## src/rtl/branch_predict_buffer_pkg.sv

```systemverilog
// Shared types for the branch predict buffer: word type, 2-bit direction
// counter encoding and the counter value used when a new entry is allocated.
package branch_predict_buffer_pkg;

  typedef logic [31:0] word_t;

  typedef enum logic [1:0] {
    STRONG_NT = 2'd0,
    WEAK_NT   = 2'd1,
    WEAK_T    = 2'd2,
    STRONG_T  = 2'd3
  } bpb_cnt_t;

  localparam bpb_cnt_t BPB_CNT_INIT = WEAK_T;

endpackage

```

## src/rtl/bpb_sat_counter.sv

```systemverilog
// Combinational next-state function of a 2-bit saturating direction counter.
module bpb_sat_counter
  import branch_predict_buffer_pkg::*;
(
  input  logic [1:0] cnt,
  input  logic       taken,
  output logic [1:0] cnt_next
);

  // Step towards the resolved direction, holding at either end of the range.
  always_comb begin
    cnt_next = cnt;
    if (taken) begin
      if (cnt != STRONG_T) begin
        cnt_next = cnt + 2'd1;
      end else begin
        cnt_next = cnt;
      end
    end else begin
      if (cnt != STRONG_NT) begin
        cnt_next = cnt - 2'd1;
      end else begin
        cnt_next = cnt;
      end
    end
  end

endmodule

```

## src/rtl/branch_predict_buffer.sv

```systemverilog
// Branch target buffer with 2-bit saturating direction counters, combinational
// IF-stage lookup and registered MEM-stage update. Statistics under BPB_STATS_EN.
module branch_predict_buffer
  import branch_predict_buffer_pkg::*;
#(
  parameter int DEPTH  = 4,
  parameter int STAT_W = 32
) (
  input  logic              CLK,
  input  logic              RST,
  input  logic [31:0]       lookup_pc,
  output logic              pred_hit,
  output logic              pred_taken,
  output logic [31:0]       pred_target,
  input  logic              update_en,
  input  logic [31:0]       update_pc,
  input  logic              update_taken,
  input  logic [31:0]       update_target,
  input  logic              flush,
  output logic [STAT_W-1:0] stat_updates,
  output logic [STAT_W-1:0] stat_mispredicts
);

  localparam int IDX_W = $clog2(DEPTH);
  localparam int TAG_W = 30 - IDX_W;

  typedef logic [TAG_W-1:0] tag_t;

  typedef struct packed {
    logic       valid;
    tag_t       tag;
    word_t      target;
    logic [1:0] cnt;
  } entry_t;

  entry_t ent_q [DEPTH];
  entry_t ent_d [DEPTH];

  logic [IDX_W-1:0] lk_idx_s;
  tag_t             lk_tag_s;
  logic [IDX_W-1:0] up_idx_s;
  tag_t             up_tag_s;
  logic             up_hit_s;
  logic [1:0]       up_cnt_next_s;
  logic             unused_pc_bits_s;

  assign lk_idx_s         = lookup_pc[IDX_W+1:2];
  assign lk_tag_s         = lookup_pc[31:IDX_W+2];
  assign up_idx_s         = update_pc[IDX_W+1:2];
  assign up_tag_s         = update_pc[31:IDX_W+2];
  assign up_hit_s         = ent_q[up_idx_s].valid && (ent_q[up_idx_s].tag == up_tag_s);
  assign unused_pc_bits_s = ^{lookup_pc[1:0], update_pc[1:0]};

  bpb_sat_counter u_sat_counter (
    .cnt      (ent_q[up_idx_s].cnt),
    .taken    (update_taken),
    .cnt_next (up_cnt_next_s)
  );

  // Lookup reads registered state only, so a same-cycle update is not visible.
  always_comb begin
    pred_hit    = ent_q[lk_idx_s].valid && (ent_q[lk_idx_s].tag == lk_tag_s);
    pred_taken  = 1'b0;
    pred_target = 32'd0;
    if (pred_hit) begin
      pred_taken  = ent_q[lk_idx_s].cnt[1];
      pred_target = ent_q[lk_idx_s].target;
    end else begin
      pred_taken  = 1'b0;
      pred_target = 32'd0;
    end
  end

  // Flush overrides the update; not-taken misses never allocate.
  always_comb begin
    ent_d = ent_q;
    if (flush) begin
      for (int i = 0; i < DEPTH; i++) begin
        ent_d[i].valid = 1'b0;
      end
    end else if (update_en) begin
      if (up_hit_s) begin
        ent_d[up_idx_s].cnt = up_cnt_next_s;
        if (update_taken) begin
          ent_d[up_idx_s].target = update_target;
        end else begin
          ent_d[up_idx_s].target = ent_q[up_idx_s].target;
        end
      end else if (update_taken) begin
        ent_d[up_idx_s].valid  = 1'b1;
        ent_d[up_idx_s].tag    = up_tag_s;
        ent_d[up_idx_s].target = update_target;
        ent_d[up_idx_s].cnt    = BPB_CNT_INIT;
      end else begin
        ent_d[up_idx_s] = ent_q[up_idx_s];
      end
    end else begin
      ent_d = ent_q;
    end
  end

  // Entry storage.
  always_ff @(posedge CLK or posedge RST) begin
    if (RST) begin
      for (int i = 0; i < DEPTH; i++) begin
        ent_q[i] <= '0;
      end
    end else begin
      for (int i = 0; i < DEPTH; i++) begin
        ent_q[i] <= ent_d[i];
      end
    end
  end

`ifdef BPB_STATS_EN
  logic              up_pred_taken_s;
  logic              mispredict_s;
  logic [STAT_W-1:0] stat_updates_q;
  logic [STAT_W-1:0] stat_updates_d;
  logic [STAT_W-1:0] stat_mispredicts_q;
  logic [STAT_W-1:0] stat_mispredicts_d;

  // A correct direction with a stale target still counts as a mispredict.
  assign up_pred_taken_s = up_hit_s && ent_q[up_idx_s].cnt[1];
  assign mispredict_s    = (up_pred_taken_s != update_taken) ||
                           (up_pred_taken_s && update_taken &&
                            (ent_q[up_idx_s].target != update_target));

  // Counters wrap naturally; discarded (flushed) updates are not counted.
  always_comb begin
    stat_updates_d     = stat_updates_q;
    stat_mispredicts_d = stat_mispredicts_q;
    if (update_en && !flush) begin
      stat_updates_d = stat_updates_q + STAT_W'(1);
      if (mispredict_s) begin
        stat_mispredicts_d = stat_mispredicts_q + STAT_W'(1);
      end else begin
        stat_mispredicts_d = stat_mispredicts_q;
      end
    end else begin
      stat_updates_d     = stat_updates_q;
      stat_mispredicts_d = stat_mispredicts_q;
    end
  end

  // Statistics registers.
  always_ff @(posedge CLK or posedge RST) begin
    if (RST) begin
      stat_updates_q     <= '0;
      stat_mispredicts_q <= '0;
    end else begin
      stat_updates_q     <= stat_updates_d;
      stat_mispredicts_q <= stat_mispredicts_d;
    end
  end

  assign stat_updates     = stat_updates_q;
  assign stat_mispredicts = stat_mispredicts_q;
`else
  assign stat_updates     = '0;
  assign stat_mispredicts = '0;
`endif

endmodule

```

## config.mk

```make
export PLATFORM = sky130hd
export DESIGN_NAME = branch_predict_buffer
export DESIGN_NICKNAME = d
export VERILOG_FILES = /design/src/rtl/branch_predict_buffer_pkg.sv /design/src/rtl/bpb_sat_counter.sv /design/src/rtl/branch_predict_buffer.sv
export SDC_FILE = /design/constraint.sdc
export NUM_CORES = 1
export LEC_CHECK = 0
export ABC_AREA = 0
export CAP_MARGIN = 25
export CORE_MARGIN = 2
export CORE_UTILIZATION = 34
export CTS_CLUSTER_DIAMETER = 200
export DETAILED_ROUTE_END_ITERATION = 6
export HOLD_SLACK_MARGIN = 0.15
export PLACE_DENSITY = 0.65
export SKIP_LAST_GASP = 1
export SYNTH_ARGS = -nofsm -noshare
export SYNTH_HDL_FRONTEND = slang
export SYNTH_SLANG_ARGS = --single-unit
```

## constraint.sdc

```tcl
create_clock -name CLK -period 7.5 [get_ports CLK]
set_input_delay 1.125 -clock CLK [delete_from_list [all_inputs] [get_ports CLK]]
set_output_delay 1.125 -clock CLK [all_outputs]
set_load 0.05 [all_outputs]
```

After elaboration in Yosys (flattened, before gate mapping). Index checks and enable logic that the tools add are counted.

Eq/ne operators: 3. Shift operators: 0. Magnitude comparators: 3. Div/mod/pow operators: 0. Reduce and logical (&&, ||, !) cells: 6. Muxes and demuxes: 37. Multipliers: 0. $add $sub $neg: 2. Bitwise logic cells: 3.

Operators with widths (count): $bwmux 252 (8); $mux 252 (4); $demux 63 s2 (5); $mux 63 (6); $bmux 63 s2 (2); $mux 62 (1); $eq 28x28->1 (2); $mux 34 (1); $mux 32 (1); $mux 2 (4); $ge 3x3->1 const B (2); $not 2->3 (2); $mux 1 (5); $reduce_bool 2->1 (2); $logic_and 1x1->1 (3); $lt 3x1->1 const B (1); $add 2x1->2 const B (1); $ne 2x2->1 const B (1); $reduce_and 2->1 (1); $sub 2x1->2 const B (1); $not 1->1 (1).

Memory bits (read-only): 0. Register bits: 252. Logic and storage cells: 70. Input bits: 101. Output and inout bits: 98. Memories kept: 0. RAM bits: 0. Latch bits: 0.

Longest topological paths before layout.
Depth after elaboration: 13. Depth in mapped cells: 12. Gate-level depth less buffers: 7.

By module. Synthesis repeated with hierarchy kept, for this count alone.

Cells, all modules: 1227. Area total of the unflattened synthesis: 14646.5 um^2.

By module, submodules not included: branch_predict_buffer (seq. area each 6306.0 um^2, instances 1, area an instance 14620.3 um^2, cells each 1224); bpb_sat_counter (seq. area each 0.0 um^2, instances 1, area an instance 26.3 um^2, cells each 3).

Least setup slack after synthesis. No wires, ideal clock.

Kind: input port to output port. From: in lookup_pc[2]. To: out pred_target[15]. Stages on the path: 8. Data arrival time: 4.036 ns. Path slack: 2.339 ns. Required time: 6.375 ns. Path buffers: 3. Cell sequence: clkbuf_1 -> buf_1 -> mux4_2 -> xnor2_1 -> nand4_1 -> nor4_1 -> clkbuf_1 -> and3_1.

Word-level cells in the longest chain between the ends: 7.

RTL lines: start: declaration (line branch_predict_buffer.sv:11) `input logic [31:0] lookup_pc,`; $not 2->3 (not written as such) * (line branch_predict_buffer.sv:62, branch_predict_buffer.sv:67); $bmux 63 s2 * (line branch_predict_buffer.sv:62, branch_predict_buffer.sv:67); $mux 63 (not written as such) * (2 in series) (line branch_predict_buffer.sv:67) `pred_target = ent_q[lk_idx_s].target;`; $eq 28x28->1 (line branch_predict_buffer.sv:62) `pred_hit = ent_q[lk_idx_s].valid && (ent_q[lk_idx_s].tag == lk_tag_s);`; $logic_and 1x1->1 (line branch_predict_buffer.sv:62); $mux 32 * (line branch_predict_buffer.sv:65) `if (pred_hit) begin`; end: declaration (line branch_predict_buffer.sv:14) `output logic [31:0] pred_target,`.

Mark *: on every way between the ends. The rest lies on a longest branch, timed or not. The select of a mux whose other input is x is not followed.

Final worst setup path.
From: in lookup_pc[3]. To: out pred_target[6].

The elaborated chain is that of the path after synthesis.

==> flow_results.xml <==
<?xml version="1.0" encoding="UTF-8"?>
<metrics>
  <group name="run_status">
    <metric name="run_status" unit="">complete, no violations</metric>
  </group>
  <group name="power">
    <metric name="power_per_cell_area" unit="nW/um2">233.0</metric>
    <metric name="power_report.internal_total" unit="W">0.002804</metric>
    <metric name="post-layout-total-power" unit="W">0.003905</metric>
    <metric name="p_sw" unit="W">0.001100</metric>
    <metric name="power.ir.vdd_worst" unit="mV">0.1668</metric>
    <metric name="power.share.switching" unit="%">28.18</metric>
    <metric name="p_comb_share" unit="%">20.9</metric>
    <metric name="p_seq_share" unit="%">43.8</metric>
    <metric name="static-leakage-power" unit="nW">7.387</metric>
    <metric name="clkPwrFrac" unit="%">35.3</metric>
  </group>
  <group name="layout">
    <metric name="post-route-util" unit="%">40.23</metric>
    <metric name="largest_registers" unit="">ent_q: 252 flops</metric>
    <metric name="layout.cells.most_common" unit="">sky130_fd_sc_hd__dfrtp_1</metric>
    <metric name="final_layout_size_suffix_gt1_share" unit="%">23.00</metric>
    <metric name="post-route-cell-area" unit="um2">16760</metric>
    <metric name="syn2layout_area_growth" unit="%">17.41</metric>
    <metric name="layout.nets" unit="">1360</metric>
    <metric name="most-common-layout-cells" unit="">sky130_fd_sc_hd__dfrtp_1 (252), sky130_fd_sc_hd__clkdlybuf4s50_1 (125), sky130_fd_sc_hd__mux2_2 (98), sky130_fd_sc_hd__a32o_1 (96), sky130_fd_sc_hd__mux4_2 (83)</metric>
    <metric name="regMostFlops" unit="">ent_q</metric>
    <metric name="largest_register_ffs" unit="">252</metric>
  </group>
  <group name="clocking">
    <metric name="cts_post_setup_buffers_inserted" unit="">0</metric>
    <metric name="ctsRootBufferMaster" unit="">sky130_fd_sc_hd__clkbuf_16</metric>
    <metric name="post_cts_sizing_count" unit="">0</metric>
    <metric name="clk_sink_count" unit="">252</metric>
    <metric name="cts_inserted_buffers" unit="">27</metric>
    <metric name="clkLatencyLatePin" unit="ns">0.56</metric>
    <metric name="cts.reportedPaths.clkPinSlew" unit="ns">0.06</metric>
    <metric name="post_cts_hold_buffer_count" unit="">0</metric>
    <metric name="tritoncts" unit="">built</metric>
    <metric name="cts_htree_levels" unit="">1</metric>
    <metric name="clk_path_buf_depth" unit="">3</metric>
  </group>
  <group name="worst_setup_path">
    <metric name="worst_ep_arrival_time" unit="ns">4.84</metric>
    <metric name="worst-endpoint-required" unit="ns">6.38</metric>
    <metric name="crit_path_top_delay_cell" unit="">sky130_fd_sc_hd__clkdlybuf4s50_1</metric>
    <metric name="crit_path_top_cell_by_count" unit="">sky130_fd_sc_hd__buf_4</metric>
    <metric name="critical_path.max_stage_delay" unit="ns">0.82</metric>
    <metric name="critical_path.reg2reg.startpoint" unit="">ent_q[165]$_DFFE_PP0P_</metric>
    <metric name="worstSetupStartpointType" unit="">input pin</metric>
    <metric name="setup.worst_path.start" unit="">lookup_pc[3]</metric>
    <metric name="criticalPathCategory" unit="">input pin to output pin</metric>
    <metric name="worstReg2RegEnd" unit="">ent_q[108]$_DFFE_PP0P_</metric>
    <metric name="worst-path-max-fanout" unit="">36</metric>
    <metric name="rrSetupSlack" unit="ns">3.75</metric>
    <metric name="timing.critical_path.to" unit="">pred_target[6]</metric>
    <metric name="worstRegToRegCells" unit="">7</metric>
    <metric name="timing.critical_path.to_type" unit="">output pin</metric>
    <metric name="crit_path_cell_trace" unit="">buf_2 -&gt; buf_4 -&gt; mux4_2 -&gt; xnor2_1 -&gt; nand4_1 -&gt; nor4_2 -&gt; buf_4 -&gt; and3_1 -&gt; clkdlybuf4s50_1</metric>
  </group>
  <group name="timing">
    <metric name="tightest_slew" unit="ns">1.045</metric>
    <metric name="grt_setup_unrepaired" unit="">no</metric>
    <metric name="timing.slew.headroom" unit="%">30.11</metric>
    <metric name="report.final.setup_viol" unit="">0</metric>
    <metric name="hold-worst-slack" unit="ns">0.4867</metric>
    <metric name="finClkSkew" unit="ns">0.007243</metric>
    <metric name="timing.final.crit_share" unit="%">79.51</metric>
    <metric name="timing.final.hold_violations" unit="">0</metric>
    <metric name="min_period" unit="ns">5.963</metric>
    <metric name="max_freq" unit="MHz">167.7</metric>
    <metric name="maxSlewViolCount" unit="">0</metric>
    <metric name="tns" unit="ns">0</metric>
  </group>
  <group name="logic_synthesis">
    <metric name="synthesis.area" unit="um2">14280</metric>
    <metric name="yosys.area_share.adder" unit="%">0.1402</metric>
    <metric name="synth_cell_type_count" unit="">49</metric>
    <metric name="synth_simple_gate_area_share" unit="%">8.107</metric>
    <metric name="yosysSeqAreaShare" unit="%">44.17</metric>
    <metric name="synth-main-ff-cell" unit="">sky130_fd_sc_hd__dfrtp_1</metric>
    <metric name="synth_mux_area_share" unit="%">28.26</metric>
    <metric name="fraction_of_registers_with_async_set_or_reset_after_synthesis" unit="%">100.0</metric>
    <metric name="ys_warn_count" unit="">0</metric>
    <metric name="synth_edf_count" unit="">0</metric>
    <metric name="syn_area_per_cell" unit="um2">12.26</metric>
    <metric name="area_fraction_in_compound_gates_after_synthesis" unit="%">8.826</metric>
    <metric name="synth_largest_area_cell" unit="">sky130_fd_sc_hd__dfrtp_1</metric>
    <metric name="postSynthCellCount" unit="">1164</metric>
    <metric name="biggest_area_contributors_in_the_synthesized_netlist" unit="">sky130_fd_sc_hd__dfrtp_1 (44%), sky130_fd_sc_hd__mux4_2 (13%), sky130_fd_sc_hd__mux2_2 (7.7%)</metric>
    <metric name="ys_ff_latch" unit="">252</metric>
    <metric name="synth_top_area_share" unit="%">44.17</metric>
    <metric name="post_synth_xor_area_fraction" unit="%">3.129</metric>
    <metric name="synth_top_family_by_area" unit="">multiplexers</metric>
  </group>
  <group name="grt">
    <metric name="grt_max_degree" unit="">146</metric>
    <metric name="antenna_found_initial" unit="">3</metric>
    <metric name="grt_pass1_wl" unit="um">62240</metric>
    <metric name="number_of_global_route_vias_before_repair" unit="">10280</metric>
    <metric name="total_routing_resource_utilization_after_global_routing" unit="%">18.33</metric>
    <metric name="grt.overflow.total" unit="">0</metric>
  </group>
  <group name="route">
    <metric name="drt_first_pass_iters" unit="">5</metric>
    <metric name="wl_per_cell" unit="um">21.97</metric>
    <metric name="totalWireLength" unit="um">39950</metric>
    <metric name="antenna_violating_nets_post_route" unit="">0</metric>
    <metric name="dr.first_iter.drc_count" unit="">772</metric>
    <metric name="drcViolationCount" unit="">0</metric>
    <metric name="post_drt_via_cell_ratio" unit="">5.459</metric>
    <metric name="vias" unit="">9924</metric>
  </group>
  <group name="die">
    <metric name="fp-row-count" unit="">75</metric>
    <metric name="die_y" unit="um">208.9</metric>
    <metric name="io-pin-count" unit="">199</metric>
    <metric name="overall_die_area" unit="um2">43640</metric>
    <metric name="floorplan.initialDensity" unit="%">34.26</metric>
    <metric name="core_region_area" unit="um2">41670</metric>
    <metric name="die-width" unit="um">208.9</metric>
  </group>
  <group name="placement">
    <metric name="post_dp_cell_area" unit="um2">15850</metric>
    <metric name="dp.final_hpwl" unit="um">24820</metric>
    <metric name="placement.io_buffers" unit="">130</metric>
    <metric name="globalplace.congestion" unit="">0.8056</metric>
  </group>
  <group name="min_path">
    <metric name="timing.hold.worst.class" unit="">register to register</metric>
  </group>
  <group name="job">
    <metric name="maxCapViolCount" unit="">0</metric>
  </group>
</metrics>
==> layout make-up <==
cell class | count | area [um2]
fill | 3988 | 24900
tap | 539 | 674.4
sequential | 252 | 6306
clock inverter | 8 | 97.59
clock buffer | 40 | 814.5
multi-input combinational | 781 | 7199
antenna | 1 | 2.502
timing repair buffer | 156 | 1509
inverter | 41 | 157.7
==> through the flow <==
stage,std cells,setup WS [ns]
floorplan,1227,2.339
global placement,1768,1.460
detailed placement,1769,1.476
CTS,1817,1.498
global route,1817,1.405
finish,1818,1.537
==> cell usage after synthesis (2+ instances only) <==
cell,number
sky130_fd_sc_hd__a21oi_1,11
sky130_fd_sc_hd__a2bb2oi_1,3
sky130_fd_sc_hd__a31o_2,3
sky130_fd_sc_hd__a32o_1,96
sky130_fd_sc_hd__and2_1,3
sky130_fd_sc_hd__and3_1,36
sky130_fd_sc_hd__and4_1,2
sky130_fd_sc_hd__buf_1,7
sky130_fd_sc_hd__buf_2,6
sky130_fd_sc_hd__buf_4,69
sky130_fd_sc_hd__buf_6,5
sky130_fd_sc_hd__clkbuf_1,65
sky130_fd_sc_hd__dfrtp_1,252
sky130_fd_sc_hd__inv_1,39
sky130_fd_sc_hd__inv_2,2
sky130_fd_sc_hd__maj3_1,2
sky130_fd_sc_hd__mux2_2,98
sky130_fd_sc_hd__mux2_4,20
sky130_fd_sc_hd__mux2i_1,76
sky130_fd_sc_hd__mux4_2,83
sky130_fd_sc_hd__nand2_1,66
sky130_fd_sc_hd__nand2_2,3
sky130_fd_sc_hd__nand2b_1,7
sky130_fd_sc_hd__nand3_1,9
sky130_fd_sc_hd__nand4_1,12
sky130_fd_sc_hd__nor2_1,84
sky130_fd_sc_hd__nor2b_1,11
sky130_fd_sc_hd__nor4_1,6
sky130_fd_sc_hd__o2111ai_1,2
sky130_fd_sc_hd__o21ai_0,15
sky130_fd_sc_hd__o22ai_1,3
sky130_fd_sc_hd__o2bb2ai_1,2
sky130_fd_sc_hd__xnor2_1,42
sky130_fd_sc_hd__xor2_1,9
==> per-layer routing <==
layer	track usage [%]	vias to the layer above	share of wire [%]	wire, um
met3	3.502	66	6.6	2650
met2	30.26	380	48	19150
met1	24.88	5095	43	17230
met4	4.655	4	2.2	895
met5	0	-	0.063	25
li1	-	4379	-	-
==> worst max-delay path: cells and delay by family <==
kind / cells / cell delay [ns]
buffers and inverters: 4 / 2.35
AND/OR/NAND/NOR: 3 / 0.76
multiplexers: 1 / 0.42
XOR/XNOR: 1 / 0.14
==> power groups by stage <==
stage	clock, W	sequential [W]	combinational, W
2_1_floorplan	0	0.00169	0.000637
5_1_grt	0.00147	0.00174	0.000883
4_1_cts	0.00141	0.00171	0.000819
3_3_place_gp	0	0.00172	0.000800
3_5_place_dp	0	0.00173	0.000816
6_report	0.00138	0.00171	0.000815
==> cells by family after synthesis <==
| logic type | Yosys count |
|---|---|
| mux | 277 |
| flops | 252 |
| simple gates | 245 |
| buf+inv | 194 |
| compound gates | 142 |
| xor+xnor | 51 |
| fa+ha+maj | 2 |
| other cells | 1 |
==> how the worst min path moves through the flow <==
stage / start / to / slack, ns / cells after the start
3_5_place_dp: ent_q[69]$_DFFE_PP0P_ / ent_q[69]$_DFFE_PP0P_ / 0.48 / 1
5_1_grt: ent_q[69]$_DFFE_PP0P_ / ent_q[69]$_DFFE_PP0P_ / 0.49 / 1
4_1_cts: ent_q[69]$_DFFE_PP0P_ / ent_q[69]$_DFFE_PP0P_ / 0.49 / 1
3_3_place_gp: ent_q[0]$_DFFE_PP0P_ / ent_q[0]$_DFFE_PP0P_ / 0.46 / 2
6_report: ent_q[69]$_DFFE_PP0P_ / ent_q[69]$_DFFE_PP0P_ / 0.49 / 1
2_1_floorplan: ent_q[0]$_DFFE_PP0P_ / ent_q[0]$_DFFE_PP0P_ / 0.44 / 2
Note: power is estimated with default switching activity, not from simulation.
